[src/rtl/muldiv_pkg.sv]
// rtl/muldiv_pkg.sv - shared encodings, constants and sign fixup for the HI/LO multiply/divide unit
package muldiv_pkg;

    localparam int XLEN       = 32;
    localparam int ITER_COUNT = 32;
    localparam int CNT_W      = 6;

    localparam logic [XLEN-1:0] DIV0_LO = 32'hFFFF_FFFF;

    typedef enum logic [1:0] {
        OP_MULT  = 2'b00,
        OP_MULTU = 2'b01,
        OP_DIV   = 2'b10,
        OP_DIVU  = 2'b11
    } op_e;

    typedef enum logic [1:0] {
        IDLE = 2'b00,
        CALC = 2'b01,
        FIX  = 2'b10
    } state_e;

    typedef struct packed {
        logic [XLEN-1:0] hi;
        logic [XLEN-1:0] lo;
    } hilo_t;

    // Turns the unsigned iteration result into architectural HI/LO.
    // Multiply: data is the 64-bit magnitude product.
    // Divide: data is {remainder, quotient} magnitudes.
    function automatic hilo_t fix_result(
        input logic              is_div,
        input logic              neg_main,
        input logic              neg_rem,
        input logic              div_zero,
        input logic [2*XLEN-1:0] data
    );
        hilo_t             res;
        logic [2*XLEN-1:0] prod;
        logic [XLEN-1:0]   quo;
        logic [XLEN-1:0]   rem;
        quo = data[XLEN-1:0];
        rem = data[2*XLEN-1:XLEN];
        if (is_div) begin
            // Zero divisor leaves the dividend in the remainder field, so only LO needs forcing.
            res.lo = div_zero ? DIV0_LO : (neg_main ? -quo : quo);
            res.hi = neg_rem ? -rem : rem;
        end else begin
            prod   = neg_main ? -data : data;
            res.hi = prod[2*XLEN-1:XLEN];
            res.lo = prod[XLEN-1:0];
        end
        return res;
    endfunction

endpackage

[src/rtl/muldiv_unit.sv]
// rtl/muldiv_unit.sv - iterative MULT/MULTU/DIV/DIVU unit with architectural HI/LO registers
module muldiv_unit
    import muldiv_pkg::*;
#(
    parameter int WIDTH = XLEN
) (
    input  logic             clk,
    input  logic             rst_n,
    input  logic             start,
    input  logic [1:0]       op,
    input  logic [WIDTH-1:0] a,
    input  logic [WIDTH-1:0] b,
    input  logic             hi_we,
    input  logic             lo_we,
    input  logic [WIDTH-1:0] wdata,
    output logic             busy,
    output logic             done,
    output logic [WIDTH-1:0] hi,
    output logic [WIDTH-1:0] lo
);

    state_e           state;
    state_e           state_nxt;
    logic [CNT_W-1:0] cnt;

    // Shared shift register.
    // Multiply: sr[2W:W] accumulator, sr[W-1:0] multiplier shifting out / product low half shifting in.
    // Divide:   sr[2W:W] partial remainder, sr[W-1:0] dividend shifting out / quotient shifting in.
    logic [2*WIDTH:0] sr;
    logic [WIDTH-1:0] operand;     // multiplicand magnitude or divisor magnitude
    logic             is_div;
    logic             neg_main;
    logic             neg_rem;
    logic             div_zero;

    logic             op_signed;
    logic             a_neg;
    logic             b_neg;
    logic [WIDTH-1:0] a_mag;
    logic [WIDTH-1:0] b_mag;

    logic [WIDTH:0]   mul_sum;
    logic [WIDTH+1:0] div_shift;
    logic             div_ok;
    logic [WIDTH:0]   div_rem;
    logic [2*WIDTH:0] sr_step;
    hilo_t            fixed;

    // Operand magnitudes and sign flags captured at launch.
    always_comb begin
        op_signed = (op == OP_MULT) || (op == OP_DIV);
        a_neg     = op_signed & a[WIDTH-1];
        b_neg     = op_signed & b[WIDTH-1];
        a_mag     = a_neg ? -a : a;
        b_mag     = b_neg ? -b : b;
    end

    // One shift-add or restoring-divide iteration, plus the sign-corrected final result.
    always_comb begin
        mul_sum   = {1'b0, sr[2*WIDTH-1:WIDTH]} + (sr[0] ? {1'b0, operand} : '0);
        div_shift = {sr[2*WIDTH:WIDTH], sr[WIDTH-1]};
        div_ok    = div_shift >= {2'b00, operand};
        div_rem   = div_ok ? (div_shift[WIDTH:0] - {1'b0, operand}) : div_shift[WIDTH:0];
        if (is_div) begin
            sr_step = {div_rem, sr[WIDTH-2:0], div_ok};
        end else begin
            sr_step = {1'b0, mul_sum, sr[WIDTH-1:1]};
        end
        fixed = fix_result(is_div, neg_main, neg_rem, div_zero, sr[2*WIDTH-1:0]);
    end

    // State register.
    always_ff @(posedge clk or negedge rst_n) begin
        if (!rst_n) begin
            state <= IDLE;
        end else begin
            state <= state_nxt;
        end
    end

    // Next-state logic: launch, count down the iterations, then one fixup cycle.
    always_comb begin
        state_nxt = state;
        case (state)
            IDLE:    if (start) state_nxt = CALC;
            CALC:    if (cnt == CNT_W'(1)) state_nxt = FIX;
            FIX:     state_nxt = IDLE;
            default: state_nxt = IDLE;
        endcase
    end

    // FSM outputs.
    always_comb begin
        busy = (state != IDLE);
    end

    // Datapath, HI/LO and done pulse; MTHI/MTLO only take effect while idle.
    always_ff @(posedge clk or negedge rst_n) begin
        if (!rst_n) begin
            cnt      <= '0;
            sr       <= '0;
            operand  <= '0;
            is_div   <= 1'b0;
            neg_main <= 1'b0;
            neg_rem  <= 1'b0;
            div_zero <= 1'b0;
            hi       <= '0;
            lo       <= '0;
            done     <= 1'b0;
        end else begin
            done <= 1'b0;
            case (state)
                IDLE: begin
                    if (hi_we) hi <= wdata;
                    if (lo_we) lo <= wdata;
                    if (start) begin
                        is_div   <= op[1];
                        neg_main <= a_neg ^ b_neg;
                        neg_rem  <= a_neg;
                        div_zero <= (b == '0);
                        operand  <= op[1] ? b_mag : a_mag;
                        sr       <= {{(WIDTH+1){1'b0}}, (op[1] ? a_mag : b_mag)};
                        cnt      <= CNT_W'(ITER_COUNT);
                    end
                end
                CALC: begin
                    sr  <= sr_step;
                    cnt <= cnt - CNT_W'(1);
                end
                FIX: begin
                    hi   <= fixed.hi;
                    lo   <= fixed.lo;
                    done <= 1'b1;
                end
                default: ;
            endcase
        end
    end

endmodule

[config.mk]
export PLATFORM = sky130hd
export DESIGN_NAME = muldiv_unit
export DESIGN_NICKNAME = d
export VERILOG_FILES = /design/src/rtl/muldiv_pkg.sv /design/src/rtl/muldiv_unit.sv
export SDC_FILE = /design/constraint.sdc
export NUM_CORES = 1
export LEC_CHECK = 0
export ABC_AREA = 1
export ABC_CLOCK_PERIOD_IN_PS = 7700
export CORE_MARGIN = 2
export CORE_UTILIZATION = 25
export DETAILED_ROUTE_END_ITERATION = 10
export PLACE_DENSITY_LB_ADDON = 0.15
export REMOVE_ABC_BUFFERS = 1
export SYNTH_ARGS = -nofsm -noshare
export SYNTH_HDL_FRONTEND = slang
export SYNTH_SLANG_ARGS = --single-unit
[constraint.sdc]
create_clock -name clk -period 7.7 [get_ports clk]
set_input_delay 1.155 -clock clk [delete_from_list [all_inputs] [get_ports clk]]
set_output_delay 1.155 -clock clk [all_outputs]
set_load 0.01 [all_outputs]
Word-level counts from Yosys, hierarchy flattened --
Index checks and enable logic that the tools add are counted.
Word-level totals: register bits after elaboration 174, bits in latches 0, RAM bits 0, ROM bits 0, input port bits 103, output and inout port bits 66, logic and storage cells 67, memories 0
Operators by class: $add $sub $neg 8, $mul 0, div/mod/pow operators 0, $lt $le $gt $ge 1, eq/ne operators 8, shifts and indexed selects 0, multiplexer cells 24, bitwise operators 3, reduce and logical (&&, ||, !) cells 12
Operators with widths (number):
- 32-bit two-way mux | 10
- 65-bit two-way mux | 2
- 65-bit case mux with 2 select lines | 1
- 64-bit two-way mux | 2
- 32-bit negator | 4
- 32-bit case mux with 2 select lines | 2
- 64-bit negator | 1
- 34-bit by 32-bit greater-or-equal comparator with 1-bit output | 1
- 32-bit by 32-bit adder with 33-bit output | 1
- 33-bit two-way mux | 1
- 33-bit by 32-bit subtractor with 33-bit output | 1
- 32-bit logical NOT | 1
- 6-bit case mux with 2 select lines | 1
- 2-bit AND reduction | 5
- 2-bit inequality test (second input constant) | 4
- 6-bit by 1-bit == test with 1-bit output (second input constant) | 1
- 6-bit two-way mux | 1
- 2-bit nonzero test | 3
- 6-bit by 1-bit subtractor with 6-bit output (second input constant) | 1
- 2-bit == test (second input constant) | 2
- 2-bit logical NOT | 2
- 2-bit two-way mux | 2
- 2-bit case mux with 2 select lines | 1
- 1-bit AND | 2
- other kinds (4) | 4

Logic depth before layout (Yosys ltp) --
word-level depth 7, depth in mapped cells 20

Least setup slack after synthesis --
OpenSTA, ideal clock, no wires.
path kind input to register, start input a[0], end register operand[14], setup time 135 ps, data arrival time 2489 ps, required time 7565 ps, setup slack 5076 ps, stages 12, path buffers 0, path through inv_1 ha_1 nand3_1 inv_1 nand2_1 nor2_1 nand2_1 nand2_1 o21ai_0 xor2_1 nand2_1 o211ai_1
On the way: longest elaborated chain between the ends 3
RTL lines:
- from (decl) | RTL line muldiv_unit.sv:11 | input logic [WIDTH-1:0] a,
- 32-bit negator | RTL line muldiv_unit.sv:54 | a_mag = a_neg ? -a : a;
- 32-bit two-way mux | RTL line muldiv_unit.sv:54
- 32-bit two-way mux | RTL line muldiv_unit.sv:121 | operand <= op[1] ? b_mag : a_mag;
- to (signal assigned) | RTL line muldiv_unit.sv:121
- to (decl) | RTL line muldiv_unit.sv:30 | logic [WIDTH-1:0] operand;
No other way between the ends. A chain may end at the register's enable or synchronous reset.

Worst setup path after layout --
start register sr[0], end register sr[62]
On the way: longest elaborated chain between the ends 4
RTL lines:
- from (decl) | RTL line muldiv_unit.sv:29 | logic [2*WIDTH:0] sr;
- from (signal assigned) | RTL line muldiv_unit.sv:122 | sr <= {{(WIDTH+1){1'b0}}, (op[1] ? a_mag : b_mag)};
- from (signal assigned) | RTL line muldiv_unit.sv:127 | sr <= sr_step;
- 32-bit two-way mux | RTL line muldiv_unit.sv:60 | mul_sum = {1'b0, sr[2*WIDTH-1:WIDTH]} + (sr[0] ? {1'b0, operand} : '0);
- 32-bit by 32-bit adder with 33-bit output | RTL line muldiv_unit.sv:60
- 65-bit two-way mux | RTL line muldiv_unit.sv:64 | if (is_div) begin
- 65-bit case mux with 2 select lines | RTL line muldiv_unit.sv:112 | case (state)
No other way between the ends.

==> impl_metrics.csv <==
group,metric,value,unit
status,outcome,"completed",
route,drtPass1Iterations,6,
worst_setup_path,r2r.worst_path.cells,17,
sta,worst_pin_slew,877,ps
yosys,synthTopCellsByArea,"dfrtp_1 24%, nand2_1 19%, nand3_1 8.6%",
route,drt_iter0_markers,1827,
sta,hold_viol,0,
worst_setup_path,cp_max_fo,33,
floorplan,io_pins,169,
floorplan,die-width,273,um
placed_design,dp_hpwl,70000,um
placed_design,port_buffers,168,
floorplan,die_h,273,um
cells_and_area,fill_cells,8249,
floorplan,dieArea,74600,sq um
min_path,holdCritPathClass,"flip-flop to flip-flop",
route,vias,20858,
cells_and_area,multi_input_area,11800,sq um
yosys,ys_seq_area_frac,0.240,
power_and_ir_drop,power_frac_comb,0.707,
worst_setup_path,r2r_start,"sr[0]",
cells_and_area,layout-drive-gt1-share,0.0360,
power_and_ir_drop,p_per_area,474,nW/um^2
worst_setup_path,arrival,3660,ps
yosys,synth_ff_type,"dfrtp_1",
worst_setup_path,startpoint,"sr[0]",
yosys,synth_top_area_cell,"dfrtp_1",
clock_tree,cts_buffer_depth,2,
yosys,synth_warnings,0,
yosys,synth_most_common_cell,"nand2_1",
worst_setup_path,critPathCapture,"sr[62]",
yosys,syn_area,18100,sq um
sta,period_share,0.427,
yosys,ys_ff_latch,174,
yosys,synth_top_area_share,0.240,
cells_and_area,layout.nets,3382,
sta,layout_setup_ws,4410,ps
cells_and_area,num_antenna_cells,0,
route,ant_nets,0,
sta,slew_headroom,0.409,
floorplan,core-area,71600,sq um
clock_tree,insertion_delay,500,ps
clock_tree,ctsResizeCount,0,
clock_tree,postCtsSetupBuffers,0,
route,wire_per_inst,20.6,um
yosys,synthArstFlopShare,1.00,
clock_tree,clkTransAtPathRegs,80,ps
global_route,grt_pass1_wl,128000,um
power_and_ir_drop,p_int,4.24,mW
clock_tree,holdBufCountCts,0,
power_and_ir_drop,switching_share,0.581,
yosys,synth_common_cells,"931 x nand2_1, 397 x inv_1, 367 x nor2_1",
sta,setup_viol,0,
global_route,grt_pass1_vias,19971,
clock_tree,cts_tree,"built",
placed_design,place.gp.congestion,0.945,
sta,whs,510,ps
route,viasPerCell,5.00,
global_route,grt_max_degree,94,
clock_tree,cts_root_buffer,"clkbuf_16",
global_route,grt_usage,0.229,
floorplan,start_util,0.253,
worst_setup_path,crit_type,"flip-flop to flip-flop",
clock_tree,numCtsBuffers,17,
sta,rsz0062_at_grt,"false",
power_and_ir_drop,p_switching,5.89,mW
cells_and_area,area_growth,17.9,%
power_and_ir_drop,p_clk_frac,0.093,
job,cap_violations,0,
worst_setup_path,reg2reg_slack,4410,ps
yosys,syn_inst,3096,
worst_setup_path,endpoint_kind,"flip-flop",
sta,skew,21.6,ps
sta,min_period,3290,ps
global_route,grt_antenna_before_repair,0,
cells_and_area,utilization,0.298,
power_and_ir_drop,p_leak,10.2,nW
worst_setup_path,cp-start-kind,"flip-flop",
yosys,synth_edf_count,0,
sta,fin_tns_setup,0,ps
placed_design,pre_cts_slack,4020,ps
floorplan,fp-row-count,98,
sta,max_freq,304,MHz
yosys,ys_types,57,
yosys,postSynthAreaPerCell,5.85,sq um
route,wl,86100,um
clock_tree,cts_sinks,174,
global_route,overflow,0,
power_and_ir_drop,max-vdd-ir-drop,0.175,mV
power_and_ir_drop,power_frac_seq,0.200,
clock_tree,htree_levels,4,
worst_setup_path,r2r-end,"sr[62]",
cells_and_area,regArea,4360,sq um
worst_setup_path,required,8080,ps
sta,drv_slew,0,
route,route.detailed.drc,0,
## cell usage in the layout (no fill, tap or decap), types with 7 or more instances in the layout
cell type	Yosys	final
nand2_1	931	931
inv_1	397	396
nor2_1	367	362
nand3_1	313	313
a21oi_1	219	219
dfrtp_1	174	173
o21ai_0	171	170
clkdlybuf4s50_1	0	167
ha_1	70	70
nand4_1	53	53
xor2_1	35	35
nor3_1	31	31
o211ai_1	27	27
buf_4	1	26
o21ai_1	22	21
xnor2_1	21	21
clkbuf_16	0	17
nand3b_1	14	14
a31oi_1	13	13
nor2_2	10	12
o221ai_1	12	12
o21bai_1	11	11
o2111ai_1	11	11
a22oi_1	10	10
a21boi_0	10	10
inv_2	7	8
nor2_4	4	7
nand2_2	7	7
or2_2	7	7
## routing by layer
metal,GRT usage,share of wire
met3,0.0338,0.058
met2,0.350,0.44
met4,0.0756,0.032
met1,0.328,0.47
met5,0,0
## cell families (layout without fill, tap and decap cells)
logic type,Yosys count,count (layout),synth area share
muxes,1,1,0.000553
and+or+nand+nor,1760,1760,0.411
DFF,174,174,0.240
xor gates and xnor gates,56,56,0.0271
adders and majority gates,72,72,0.0506
buffers and inverters,509,633,0.109
AOI/OAI and AO/OA,524,524,0.161
## registers in the layout, summed over array words and instances, names as in the netlist
name	cells
hi	32
cnt	6
neg_rem	1
state	2
sr	65
lo	32
neg_main	1
is_div	1
done	1
operand	32
div_zero	1
## through the flow
step | power [mW] | instances | cell area [sq um]
detailed placement | 9.08 | 4138 | 20800
global placement | 9.11 | 4138 | 20800
global route | 11.1 | 4170 | 21400
finish | 10.1 | 4170 | 21400
floorplan | 6.41 | 2994 | 17700
CTS | 10.1 | 4170 | 21400
## final cells by class
| type | count | share of cell area |
|---|---|---|
| clock buffer | 18 | 0.0201 |
| clock inverter | 14 | 0.00791 |
| inverter | 407 | 0.0715 |
| multi-input combinational | 2413 | 0.553 |
| sequential | 174 | 0.204 |
| tap | 950 | 0.0556 |
| timing repair buffer | 194 | 0.0880 |
## worst min-delay path by stage
stage	from	endpoint	slack (ps)	depth (start not counted)
2_1_floorplan	div_zero	div_zero	450	2
3_3_place_gp	lo[26]	lo[26]	480	2
5_1_grt	cnt[5]	cnt[5]	540	1
6_report	lo[26]	lo[26]	510	2
4_1_cts	lo[26]	lo[26]	510	2
3_5_place_dp	lo[26]	lo[26]	490	2
## worst max-delay path: stages, from the launching register on
cell and delay, ps:
dfrtp_1 400, buf_4 430, nand2_1 90, inv_1 70, ha_1 320, inv_1 120
o21ai_0 490, nand2_1 90, nand2_1 230, nand2_1 80, nand2_1 150, nand3_1 170
nand2_1 100, nand2_1 50, nand3_1 120, nand2_1 80, nand2_1 90, nand2_1 40
## power groups by stage
stage | Clock, mW | Sequential [mW] | Combinational (mW)
2_1_floorplan | 0 | 1.83 | 4.58
3_3_place_gp | 0 | 2.03 | 7.08
3_5_place_dp | 0 | 2.03 | 7.05
4_1_cts | 0.956 | 2.01 | 7.08
5_1_grt | 0.991 | 2.07 | 8.04
6_report | 0.940 | 2.03 | 7.17
Power figures use the tool's default switching activity.
